<file path="config.mk">
export PLATFORM = sky130hd
export DESIGN_NAME = wash_stage_timer_flat
export DESIGN_NICKNAME = d
export VERILOG_FILES = /design/src/rtl/wash_stage_timer_if.sv /design/src/rtl/wash_stage_timer.sv /design/src/flat_wrapper.sv
export SDC_FILE = /design/constraint.sdc
export NUM_CORES = 1
export LEC_CHECK = 0
export ABC_CLOCK_PERIOD_IN_PS = 4600
export BUFFER_PORTS_ARGS = -buffer_cell sky130_fd_sc_hd__buf_4
export CAP_MARGIN = 20
export CORE_UTILIZATION = 60
export DETAILED_ROUTE_END_ITERATION = 6
export PLACE_DENSITY_LB_ADDON = 0.25
export SKIP_CTS_REPAIR_TIMING = 1
export SKIP_LAST_GASP = 1
export SLEW_MARGIN = 20
export SYNTH_ARGS = -nofsm -noshare
export SYNTH_HDL_FRONTEND = slang
export SYNTH_SLANG_ARGS = --single-unit
export TNS_END_PERCENT = 100
</file>
<file path="constraint.sdc">
create_clock -name clk_N -period 4.6 [get_ports clk_N]
set_clock_uncertainty 0.1 [all_clocks]
set_input_delay 0.92 -clock clk_N [delete_from_list [all_inputs] [get_ports clk_N]]
set_output_delay 0.92 -clock clk_N [all_outputs]
set_load 0.005 [all_outputs]
</file>
<file path="src/rtl/wash_stage_timer_if.sv">
// Control/status bundle between the washer FSM side and the stage timer.
// master drives tick/run/stage/weight; slave (the timer) returns count, flags and water levels.
interface wash_stage_timer_if;
  logic       tick;
  logic       run;
  logic [3:0] stage;
  logic [1:0] weight;
  logic [3:0] sec_left;
  logic       timer_out;
  logic       stage_done;
  logic [7:0] water_target;
  logic [7:0] water_level;

  modport master (
    output tick, run, stage, weight,
    input  sec_left, timer_out, stage_done, water_target, water_level
  );

  modport slave (
    input  tick, run, stage, weight,
    output sec_left, timer_out, stage_done, water_target, water_level
  );
endinterface

</file>
<file path="src/rtl/wash_stage_timer.sv">
// Per-stage countdown and simulated water level for the washer FSM.
// Loads a duration on entry to a timed stage (next edge); counts down on qualifying 1 Hz ticks; PAUSE freezes everything.
module wash_stage_timer #(
  parameter int WASH_SEC   = 9,
  parameter int DRY_SEC    = 3,
  parameter int LEVEL_BASE = 20,
  parameter int LEVEL_STEP = 10
) (
  input  logic                clk_N,
  input  logic                rst,
  wash_stage_timer_if.slave   bus
);

  localparam logic [3:0] ST_START   = 4'd0;
  localparam logic [3:0] ST_FILL_1  = 4'd1;
  localparam logic [3:0] ST_WASH    = 4'd2;
  localparam logic [3:0] ST_DRAIN_1 = 4'd3;
  localparam logic [3:0] ST_DRY     = 4'd4;
  localparam logic [3:0] ST_FILL_2  = 4'd5;
  localparam logic [3:0] ST_RINSE   = 4'd6;
  localparam logic [3:0] ST_DRAIN_2 = 4'd7;
  localparam logic [3:0] ST_SPIN    = 4'd8;
  localparam logic [3:0] ST_PAUSE   = 4'd11;

  localparam logic [7:0] STEP = 8'(LEVEL_STEP);

  logic [3:0] sec_left_q,     sec_left_d;
  logic       timer_out_q,    timer_out_d;
  logic       stage_done_q,   stage_done_d;
  logic [7:0] water_target_q, water_target_d;
  logic [7:0] water_level_q,  water_level_d;
  logic [3:0] last_stage_q,   last_stage_d;

  logic       timed;
  logic       load;
  logic       qual_tick;
  logic       is_fill;
  logic       is_drain;
  logic [3:0] w4;
  logic [3:0] duration;
  logic [7:0] target_new;
  logic [8:0] fill_sum;
  logic [7:0] fill_level;
  logic [7:0] drain_level;

  always_comb begin
    timed     = (bus.stage >= ST_FILL_1) && (bus.stage <= ST_SPIN);
    load      = timed && (bus.stage != last_stage_q);
    qual_tick = bus.run && bus.tick && !load;
    is_fill   = (bus.stage == ST_FILL_1)  || (bus.stage == ST_FILL_2);
    is_drain  = (bus.stage == ST_DRAIN_1) || (bus.stage == ST_DRAIN_2);
    w4        = {2'b00, bus.weight};

    case (bus.stage)
      ST_FILL_1, ST_FILL_2, ST_DRAIN_1, ST_DRAIN_2: duration = 4'd2 + w4;
      ST_WASH:  duration = 4'(WASH_SEC);
      ST_DRY:   duration = 4'(DRY_SEC);
      ST_RINSE: duration = 4'd4 + w4;
      ST_SPIN:  duration = 4'd5 + w4;
      default:  duration = 4'd0;
    endcase

    target_new = 8'(LEVEL_BASE + LEVEL_STEP * int'(bus.weight));

    // Fill never overshoots the latched target; a level already at/above it just holds.
    fill_sum = {1'b0, water_level_q} + {1'b0, STEP};
    if (water_level_q >= water_target_q)
      fill_level = water_level_q;
    else if (fill_sum >= {1'b0, water_target_q})
      fill_level = water_target_q;
    else
      fill_level = fill_sum[7:0];

    drain_level = (water_level_q < STEP) ? 8'd0 : (water_level_q - STEP);
  end

  always_comb begin
    sec_left_d     = sec_left_q;
    timer_out_d    = timer_out_q;
    stage_done_d   = 1'b0;
    water_target_d = water_target_q;
    water_level_d  = water_level_q;
    last_stage_d   = last_stage_q;

    if (bus.stage == ST_PAUSE) begin
      // everything frozen so the same stage resumes without reload
    end else if (load) begin
      sec_left_d     = duration;
      timer_out_d    = 1'b0;
      last_stage_d   = bus.stage;
      water_target_d = target_new;
    end else if (timed) begin
      if (qual_tick && (sec_left_q != 4'd0)) begin
        sec_left_d = sec_left_q - 4'd1;
        if (sec_left_q == 4'd1) begin
          timer_out_d  = 1'b1;
          stage_done_d = 1'b1;
        end
      end
      if (qual_tick && is_fill)  water_level_d = fill_level;
      if (qual_tick && is_drain) water_level_d = drain_level;
    end else begin
      // START, FINISH, SHUT_DOWN and undefined codes (which act as START)
      sec_left_d   = 4'd0;
      timer_out_d  = 1'b0;
      last_stage_d = ST_START;
      if ((bus.stage == ST_START) || (bus.stage >= 4'd12))
        water_level_d = 8'd0;
    end
  end

  always_ff @(posedge clk_N or posedge rst) begin
    if (rst) begin
      sec_left_q     <= 4'd0;
      timer_out_q    <= 1'b0;
      stage_done_q   <= 1'b0;
      water_target_q <= 8'd0;
      water_level_q  <= 8'd0;
      last_stage_q   <= 4'd0;
    end else begin
      sec_left_q     <= sec_left_d;
      timer_out_q    <= timer_out_d;
      stage_done_q   <= stage_done_d;
      water_target_q <= water_target_d;
      water_level_q  <= water_level_d;
      last_stage_q   <= last_stage_d;
    end
  end

  assign bus.sec_left     = sec_left_q;
  assign bus.timer_out    = timer_out_q;
  assign bus.stage_done   = stage_done_q;
  assign bus.water_target = water_target_q;
  assign bus.water_level  = water_level_q;

endmodule

</file>
<file path="src/flat_wrapper.sv">
// flat-port wrapper written by rule: the top's interface ports become plain ports
module wash_stage_timer_flat 
#(
  parameter int WASH_SEC   = 9,
  parameter int DRY_SEC    = 3,
  parameter int LEVEL_BASE = 20,
  parameter int LEVEL_STEP = 10
)
  (clk_N, rst, bus_tick, bus_run, bus_stage, bus_weight, bus_sec_left, bus_timer_out, bus_stage_done, bus_water_target, bus_water_level);
  wash_stage_timer_if bus_i ();
  input  logic clk_N;
  input  logic rst;
  input wire logic [$bits(bus_i.tick)-1:0] bus_tick;
  input wire logic [$bits(bus_i.run)-1:0] bus_run;
  input wire logic [$bits(bus_i.stage)-1:0] bus_stage;
  input wire logic [$bits(bus_i.weight)-1:0] bus_weight;
  output wire logic [$bits(bus_i.sec_left)-1:0] bus_sec_left;
  output wire logic [$bits(bus_i.timer_out)-1:0] bus_timer_out;
  output wire logic [$bits(bus_i.stage_done)-1:0] bus_stage_done;
  output wire logic [$bits(bus_i.water_target)-1:0] bus_water_target;
  output wire logic [$bits(bus_i.water_level)-1:0] bus_water_level;
  assign bus_i.tick = bus_tick;
  assign bus_i.run = bus_run;
  assign bus_i.stage = bus_stage;
  assign bus_i.weight = bus_weight;
  assign bus_sec_left = bus_i.sec_left;
  assign bus_timer_out = bus_i.timer_out;
  assign bus_stage_done = bus_i.stage_done;
  assign bus_water_target = bus_i.water_target;
  assign bus_water_level = bus_i.water_level;
  wash_stage_timer #(.WASH_SEC(WASH_SEC), .DRY_SEC(DRY_SEC), .LEVEL_BASE(LEVEL_BASE), .LEVEL_STEP(LEVEL_STEP)) u_core (.clk_N(clk_N), .rst(rst), .bus(bus_i));
endmodule
</file>
==> impl_metrics.toml, run 1 <==
[run_status]
status = "finished, violations left"
violations = "design-rule violations"

[placed_design]
dp.final_hpwl_mm = 3.283
routabilityCongestion = 0.8564
portBuffers = 27

[logic_synthesis]
synth_cell_types = 48
syn_avg_cell_area_sq_um = 8.627
netlist_area_sq_mm = 0.001803
yosysSeqAreaShare_pct = 30.53
ys_seq_elements = 22
synthFlopType = "dfrtp_1"
synth_warnings = 0
synth-edff-count = 0
postSynthCellCount = 209
async_flop_share_pct = 100.0

[timing]
slew_viol_final = 0
relSlewSlack_pct = 43.37
hold_viol_final = 0
finalSetupTns_ns = 0
rsz0062_at_grt = "false"
finalCritPeriodShare_pct = 62.47
fin_hold_ws_ns = 0.4288
max_freq_ghz = 0.3480
fin_crit_ns = 2.874
setup_viol = 0
worst_slew_pin_slew_ns = 0.8485

[floorplanning]
die_width_um = 56.82
start_util_pct = 64.27
die-area_sq_mm = 0.003228
io_pins = 32
rows = 19
die_h_um = 56.82
core-area_sq_mm = 0.002805

[global_routing]
grt_usage_pct = 27.52
grt_pass1_vias = 1463
grt_pass1_wl_mm = 6.913
antenna_found_initial = 0
grt_max_degree = 23
gr-total-overflow = 0

[hold_path]
hold_class = "reg -> reg"

[worst_setup_path]
cp-start-kind = "register"
cp.arrival_ns = 2.99
cp_slowest_cell = "o32ai_2"
cp_slowest_stage_delay_ns = 0.64
path_class = "reg -> reg"
end_kind = "register"
path_delay_family = "compound AO/OA/AOI/OAI gates"
crit_chain = "a21oi_1 -> xnor2_1 -> ha_1 -> o21ai_0 -> o32ai_2 -> mux2i_1 -> o21ai_1 -> a31o_1"
cp_num_buf_inv = 0
worstPathMaxFanout = 10
required_ns = 4.72

[cts]
numClockSinks = 22
htreeDepth = 1
clockBufferDepth = 2
cts_buffers = 3
clkSlewWorstSetupHoldPaths_ns = 0.12
cts_tree = "built"
clock_tree.root_cell = "clkbuf_4"
worst_skew_pair.late_latency_ns = 0.31

[final_layout]
fillers = 234
fin_nets = 257
seq_area_sq_um = 550.5
final_common_cell = "buf_4"
drive_above_1_share_pct = 18.34
diodes = 0
multi_input_area_sq_mm = 0.001112
area_growth_pct = 10.34
layout_common_cells = "buf_4, nand2_1, dfrtp_1"

[power]
ir_worst_vdd_uv = 160.0
p_per_area_mw_per_mm2 = 237.3
p_leak_nw = 0.9195

[flow_run]
drv_cap = 0

[routing]
drt.antenna.violating_nets = 0
via_per_inst = 6.096
wirelength_mm = 4.173
drc = 5
avgRoutedWirePerCell_um = 16.05
drtIter0Drc = 96
dr.pass1.iters = 6
vias = 1585
[logic make-up (layout without fill, tap and decap cells)]
kind of cell / count (synthesis) / in the layout / synth area share [%]
AND/OR/NAND/NOR: 71 / 71 / 19.64
AO/OA/AOI/OAI: 56 / 56 / 21.65
buffers and inverters: 27 / 44 / 8.397
flip-flops: 22 / 22 / 30.53
adder cells (fa/ha/maj): 17 / 17 / 11.80
XOR/XNOR: 10 / 10 / 4.858
multiplexers: 5 / 5 / 2.915
other: 1 / 4 / 0.2080
[final timing paths]
| path | from | end | slack (ns) | cells after the start |
|---|---|---|---|---|
| hold / removal | u_core.bus.timer_out | u_core.bus.timer_out | 0.43 | 1 |
| max in group asynchronous | rst | u_core.bus.sec_left[1] | 3.21 | 2 |
| setup reg to reg | u_core.bus.water_level[3] | u_core.bus.water_level[4] | 1.73 | 8 |
| hold reg to reg | u_core.bus.timer_out | u_core.bus.timer_out | 0.43 | 1 |
| min in group asynchronous | rst | u_core.bus.water_level[7] | 0.67 | 2 |
| setup / recovery | u_core.bus.water_level[3] | u_core.bus.water_level[4] | 1.73 | 8 |
[synth_stat cells, drive strengths merged (3+ instances only)]
| cell | number | share of area [%] |
|---|---|---|
| mux2i | 3 | 1.7 |
| a21oi | 10 | 2.8 |
| inv | 13 | 2.7 |
| dfrtp | 22 | 31 |
| a2111oi | 4 | 2.7 |
| nor3 | 12 | 3.6 |
| nor2 | 12 | 2.5 |
| o21ai | 19 | 5.3 |
| buf | 12 | 4.7 |
| or2 | 3 | 1.0 |
| nand2 | 26 | 5.4 |
| nor2b | 3 | 1.0 |
| o21a | 4 | 1.7 |
| a32o | 3 | 1.7 |
| xnor2 | 10 | 4.9 |
| ha | 17 | 12 |
| o22ai | 3 | 1.0 |
| nor3b | 3 | 1.2 |
[through the flow]
stage | instances | instance area (sq um) | power, mW | util (%) | setup slack, ns
after floorplan | 212 | 1814 | 0.3173 | - | 2.028
after global placement | 256 | 1953 | 0.3586 | 69.63 | 1.845
after detailed placement | 256 | 1953 | 0.3648 | 69.63 | 1.772
after CTS | 260 | 1989 | 0.4706 | 70.92 | 1.795
after global routing | 260 | 1989 | 0.4978 | 70.92 | 1.612
final | 260 | 1989 | 0.4721 | 70.92 | 1.726
[where the power goes]
group	internal [mW]	leakage, nW	switching [mW]
registers	0.207	0.291	0.0160
clock network	0.0484	0.0210	0.0605
logic	0.0620	0.608	0.0785
[layer usage]
| metal | GRT usage (%) | share of wire (%) | wire length, um | vias up |
|---|---|---|---|---|
| li1 | - | - | - | 774 |
| met1 | 39.10 | 45 | 1878 | 740 |
| met2 | 44.22 | 48 | 1989 | 60 |
| met3 | 2.304 | 5.2 | 218 | 11 |
| met4 | 9.059 | 2.1 | 87 | 0 |
| met5 | 0 | 0 | 0 | - |
[cell type report]
type	instances	area share (%)
Sequential cell	22	27.67
Multi-Input combinational cell	163	55.91
Timing Repair Buffer	27	10.19
Tap cell	31	1.950
Inverter	13	2.453
Clock buffer	4	1.824
[flip-flops by register name (all words and copies together) (netlist names)]
name,count
u_core.bus.water_target,5
u_core.bus.sec_left,4
u_core.last_stage_q,4
u_core.bus.water_level,7
u_core.bus.stage_done,1
u_core.bus.timer_out,1
(Power assumes the default switching activity.)
==> run 2: changes to the inputs <==
- ABC_CLOCK_PERIOD_IN_PS: 4600 -> 2500
- CORE_UTILIZATION: 60 -> 51
- clock period: 4.6 -> 2.5 ns (I/O delays scaled with it)
==> impl_metrics.toml, run 2 (synthesized netlist as in run 1, its figures left out) <==
[worst_setup_path]
required_ns = 2.63
crit_chain = "ha_2 -> xnor2_1 -> ha_2 -> nor3_1 -> o32ai_2 -> mux2i_1 -> o21ai_1 -> a31o_1"
cp-start-kind = "register"
end_kind = "register"
worstPathMaxFanout = 5
cp.arrival_ns = 2.59
cp_slowest_cell = "dfrtp_1"
path_class = "reg -> reg"
crit_top_cell = "ha_2"
r2r_start = "u_core.bus.water_level[2]"
cp_slowest_stage_delay_ns = 0.46
crit_start = "u_core.bus.water_level[2]"

[routing]
drtIter0Drc = 136
drt.antenna.violating_nets = 0
drc = 0
vias = 1658
wirelength_mm = 4.154
via_per_inst = 5.620
avgRoutedWirePerCell_um = 14.08
dr.pass1.iters = 4

[timing]
fin_crit_ns = 2.461
slew_viol_final = 0
hold_viol_final = 0
worst_slack_ns = 0.03922
fin_hold_ws_ns = 0.1013
max_freq_ghz = 0.4064
finalCritPeriodShare_pct = 98.43
setup_viol = 0
finalSetupTns_ns = 0
rsz0062_at_grt = "true"

[power]
p_sw_mw = 0.2946
p_clk_share_pct = 19.7
ir_worst_vdd_uv = 280.8
power_frac_comb_pct = 34.6
swShare_pct = 33.56
seqPwrFrac_pct = 45.7
p_leak_nw = 1.029
internal-power_mw = 0.5831
p_per_area_mw_per_mm2 = 398.8

[final_layout]
area_growth_pct = 22.07
fin_cells = 295
largest_register_ffs = 7
diodes = 0
fin_nets = 278
final_common_cell = "buf_4"
final_util_pct = 65.44
fillers = 312
layout_common_cells = "buf_4, nand2_1, dfrtp_1"
drive_above_1_share_pct = 28.92

[run_status]
status = "completed"

[cts]
cts_tree = "built"
cts_buffers = 3
clock_tree.root_cell = "clkbuf_4"
clockBufferDepth = 2
clkSlewWorstSetupHoldPaths_ns = 0.13
htreeDepth = 1
worst_skew_pair.late_latency_ns = 0.32
numClockSinks = 22

[global_routing]
grt_pass1_vias = 1497
gr-total-overflow = 0
grt_usage_pct = 24.21
antenna_found_initial = 0
grt_max_degree = 23
grt_pass1_wl_mm = 6.741

[floorplanning]
die-area_sq_mm = 0.003777
core-area_sq_mm = 0.003363
die_width_um = 61.46
die_h_um = 61.46
rows = 21
start_util_pct = 53.61
io_pins = 32

[flow_run]
drv_cap = 0

[placed_design]
portBuffers = 27
dp.final_hpwl_mm = 3.082
place_inst = 288
post-place-ws_ns = 0.02803
routabilityCongestion = 0.9437

[hold_path]
hold_class = "in -> async"
[run 2: worst max-delay path: cells and delay by family (launching register included)]
family / cells / cell delay, ns
AO/OA/AOI/OAI: 3 / 0.70
adder cells (fa/ha/maj): 2 / 0.51
flip-flops: 1 / 0.46
XOR/XNOR: 1 / 0.28
multiplexers: 1 / 0.24
AND/OR/NAND/NOR: 1 / 0.07
[run 2: through the flow]
step	instance area, sq um	total power [mW]
2_1_floorplan	1814	0.5839
4_1_cts	2122	0.8621
3_3_place_gp	2100	0.6916
5_1_grt	2201	0.9335
3_5_place_dp	2100	0.6945
6_report	2201	0.8776
[run 2: power groups by stage]
stage	Clock, mW	Combinational [mW]	Sequential [mW]
finish	0.173	0.303	0.401
global route	0.188	0.340	0.405
CTS	0.172	0.289	0.402
detailed placement	0	0.286	0.409
global placement	0	0.283	0.409
floorplan	0	0.174	0.410
[run 2: worst paths after layout]
check / slack, ns / cells after the start / endpoint
max in group asynchronous: 1.97 / 3 / u_core.bus.sec_left[0]
max reg2reg: 0.04 / 8 / u_core.bus.water_level[4]
min: 0.10 / 3 / u_core.bus.water_level[4]
min reg2reg: 0.43 / 1 / u_core.bus.timer_out
min in group clk_N: 0.39 / 3 / u_core.bus.water_target[1]
max: 0.04 / 8 / u_core.bus.water_level[4]
[run 2: final cells by class]
cell class / count / area, sq um / area share [%]
multi-input cells: 163 / 1161 / 52.76
flip-flops and latches: 22 / 550.5 / 25.01
repair buffers: 48 / 360.3 / 16.37
well taps: 46 / 57.56 / 2.615
inverters: 13 / 48.80 / 2.217
clock buffers: 3 / 22.52 / 1.023
[run 2: metal layers]
layer	GRT usage, %	routed length, um	vias up
li1	-	-	820
met1	32.94	1980	787
met2	39.91	1937	44
met3	2.521	178	7
met4	8.889	57	0
met5	0	0	-
==> run 3: changes to the inputs <==
- ABC_CLOCK_PERIOD_IN_PS: 2500 -> 2000
- CORE_UTILIZATION: 51 -> 40
- SETUP_SLACK_MARGIN: unset -> 0.1
- clock period: 2.5 -> 2 ns (I/O delays scaled with it)
==> impl_metrics.toml, run 3 (synthesized netlist as in run 1, its figures left out) <==
[floorplanning]
start_util_pct = 41.41
core-area_sq_mm = 0.004354
die_h_um = 69.14
die-area_sq_mm = 0.004780
die_width_um = 69.14
rows = 24
io_pins = 32

[routing]
wirelength_mm = 4.770
drtIter0Drc = 24
dr.pass1.iters = 4
drt.antenna.violating_nets = 0
vias = 1736
via_per_inst = 5.245
avgRoutedWirePerCell_um = 14.41
drc = 0

[cts]
numClockSinks = 22
clockBufferDepth = 2
htreeDepth = 1
clkSlewWorstSetupHoldPaths_ns = 0.08
worst_skew_pair.late_latency_ns = 0.26
clock_tree.root_cell = "clkbuf_8"
cts_buffers = 3
cts_tree = "built"

[global_routing]
gr-total-overflow = 0
grt_pass1_wl_mm = 7.948
grt_max_degree = 23
grt_pass1_vias = 1694
grt_usage_pct = 20.59
antenna_found_initial = 0

[final_layout]
final_util_pct = 60.52
layout_common_cells = "buf_4, nand2_1, dfrtp_1"
fin_nets = 307
area_growth_pct = 46.15
drive_above_1_share_pct = 42.29
diodes = 0
largest_register_ffs = 7
final_common_cell = "buf_4"
fillers = 383
fin_area_sq_mm = 0.002635

[flow_run]
drv_cap = 0

[power]
p_per_area_mw_per_mm2 = 496.4
finalPower_mw = 1.308
ir_worst_vdd_uv = 304.2
p_leak_nw = 1.216

[worst_setup_path]
required_ns = 2.06
crit_chain = "ha_4 -> o21ai_4 -> xnor2_2 -> ha_1 -> o21ai_2 -> o32ai_4 -> mux2i_1 -> o21ai_1 -> a31o_1"
cp.arrival_ns = 2.42
r2r_setup_slack_ns = -0.36
r2r_start = "u_core.bus.water_level[1]"
path_class = "reg -> reg"
end_kind = "register"
cp-start-kind = "register"
rr_endpoint = "u_core.bus.water_level[4]"
cp_slowest_cell = "dfrtp_2"
worstPathMaxFanout = 4
cp_slowest_stage_delay_ns = 0.47
r2r_cells = 9

[timing]
worst_slack_ns = -0.3630
hold_viol_final = 0
setup_viol = 7
slew_viol_final = 0
max_freq_ghz = 0.4232
finalCritPeriodShare_pct = 118.1
fin_crit_ns = 2.363
rsz0062_at_grt = "true"

[placed_design]
routabilityCongestion = 0.8281
portBuffers = 27
dp.final_hpwl_mm = 3.877
placedInstanceArea_sq_mm = 0.002516

[hold_path]
hold_class = "in -> async"

[run_status]
violations = "negative setup slack"
status = "finished, violations left"
==> run 3: metal layers <==
metal | part of all wire (%) | track usage [%]
met1 | 47 | 27.83
met2 | 48 | 33.87
met3 | 2.3 | 2.193
met4 | 2.4 | 7.710
met5 | 0 | 0
==> run 3: final cells by class <==
type	count	area, sq um	area share, %
Clock buffer	4	55.05	2.089
Tap cell	52	65.06	2.469
Timing Repair Buffer	77	585.6	22.22
Inverter	13	48.80	1.852
Sequential cell	22	554.3	21.04
Multi-Input combinational cell	163	1326	50.33
==> run 3: worst max path at each step <==
| stage | startpoint | slack (ns) | to |
|---|---|---|---|
| global route | u_core.bus.water_level[1] | -0.42 | u_core.bus.water_level[4] |
| floorplan | u_core.bus.water_level[2] | -0.22 | u_core.bus.water_level[4] |
| finish | u_core.bus.water_level[1] | -0.36 | u_core.bus.water_level[4] |
| global placement | u_core.bus.water_level[2] | -0.25 | u_core.bus.water_level[1] |
| detailed placement | u_core.bus.water_level[3] | -0.34 | u_core.bus.water_level[4] |
| CTS | u_core.bus.water_level[3] | -0.35 | u_core.bus.water_level[4] |
==> run 3: per-stage QoR <==
step | hold WS (ns) | setup WS (ns) | TNS [ns] | cells
after floorplan | 0.2891 | -0.2172 | -0.5272 | 212
final | 0.07454 | -0.3630 | -1.710 | 331
after global routing | 0.1156 | -0.4173 | -2.235 | 331
after detailed placement | 0.3671 | -0.3447 | -1.511 | 325
after global placement | 0.3692 | -0.2548 | -1.125 | 325
after CTS | 0.08280 | -0.3527 | -1.618 | 329
==> run 3: worst max-delay path, delay by kind of cell, from the launching register on <==
family	cells	cell delay, ns
flops	1	0.47
fa+ha+maj	2	0.50
xor+xnor	1	0.08
mux	1	0.25
compound gates	5	0.85
==> run 3: where the power goes <==
| group | internal [mW] | total, mW | switching, mW |
|---|---|---|---|
| Clock | 0.175 | 0.324 | 0.148 |
| Combinational | 0.249 | 0.485 | 0.236 |
| Sequential | 0.475 | 0.499 | 0.0237 |
| Total | 0.900 | 1.31 | 0.408 |
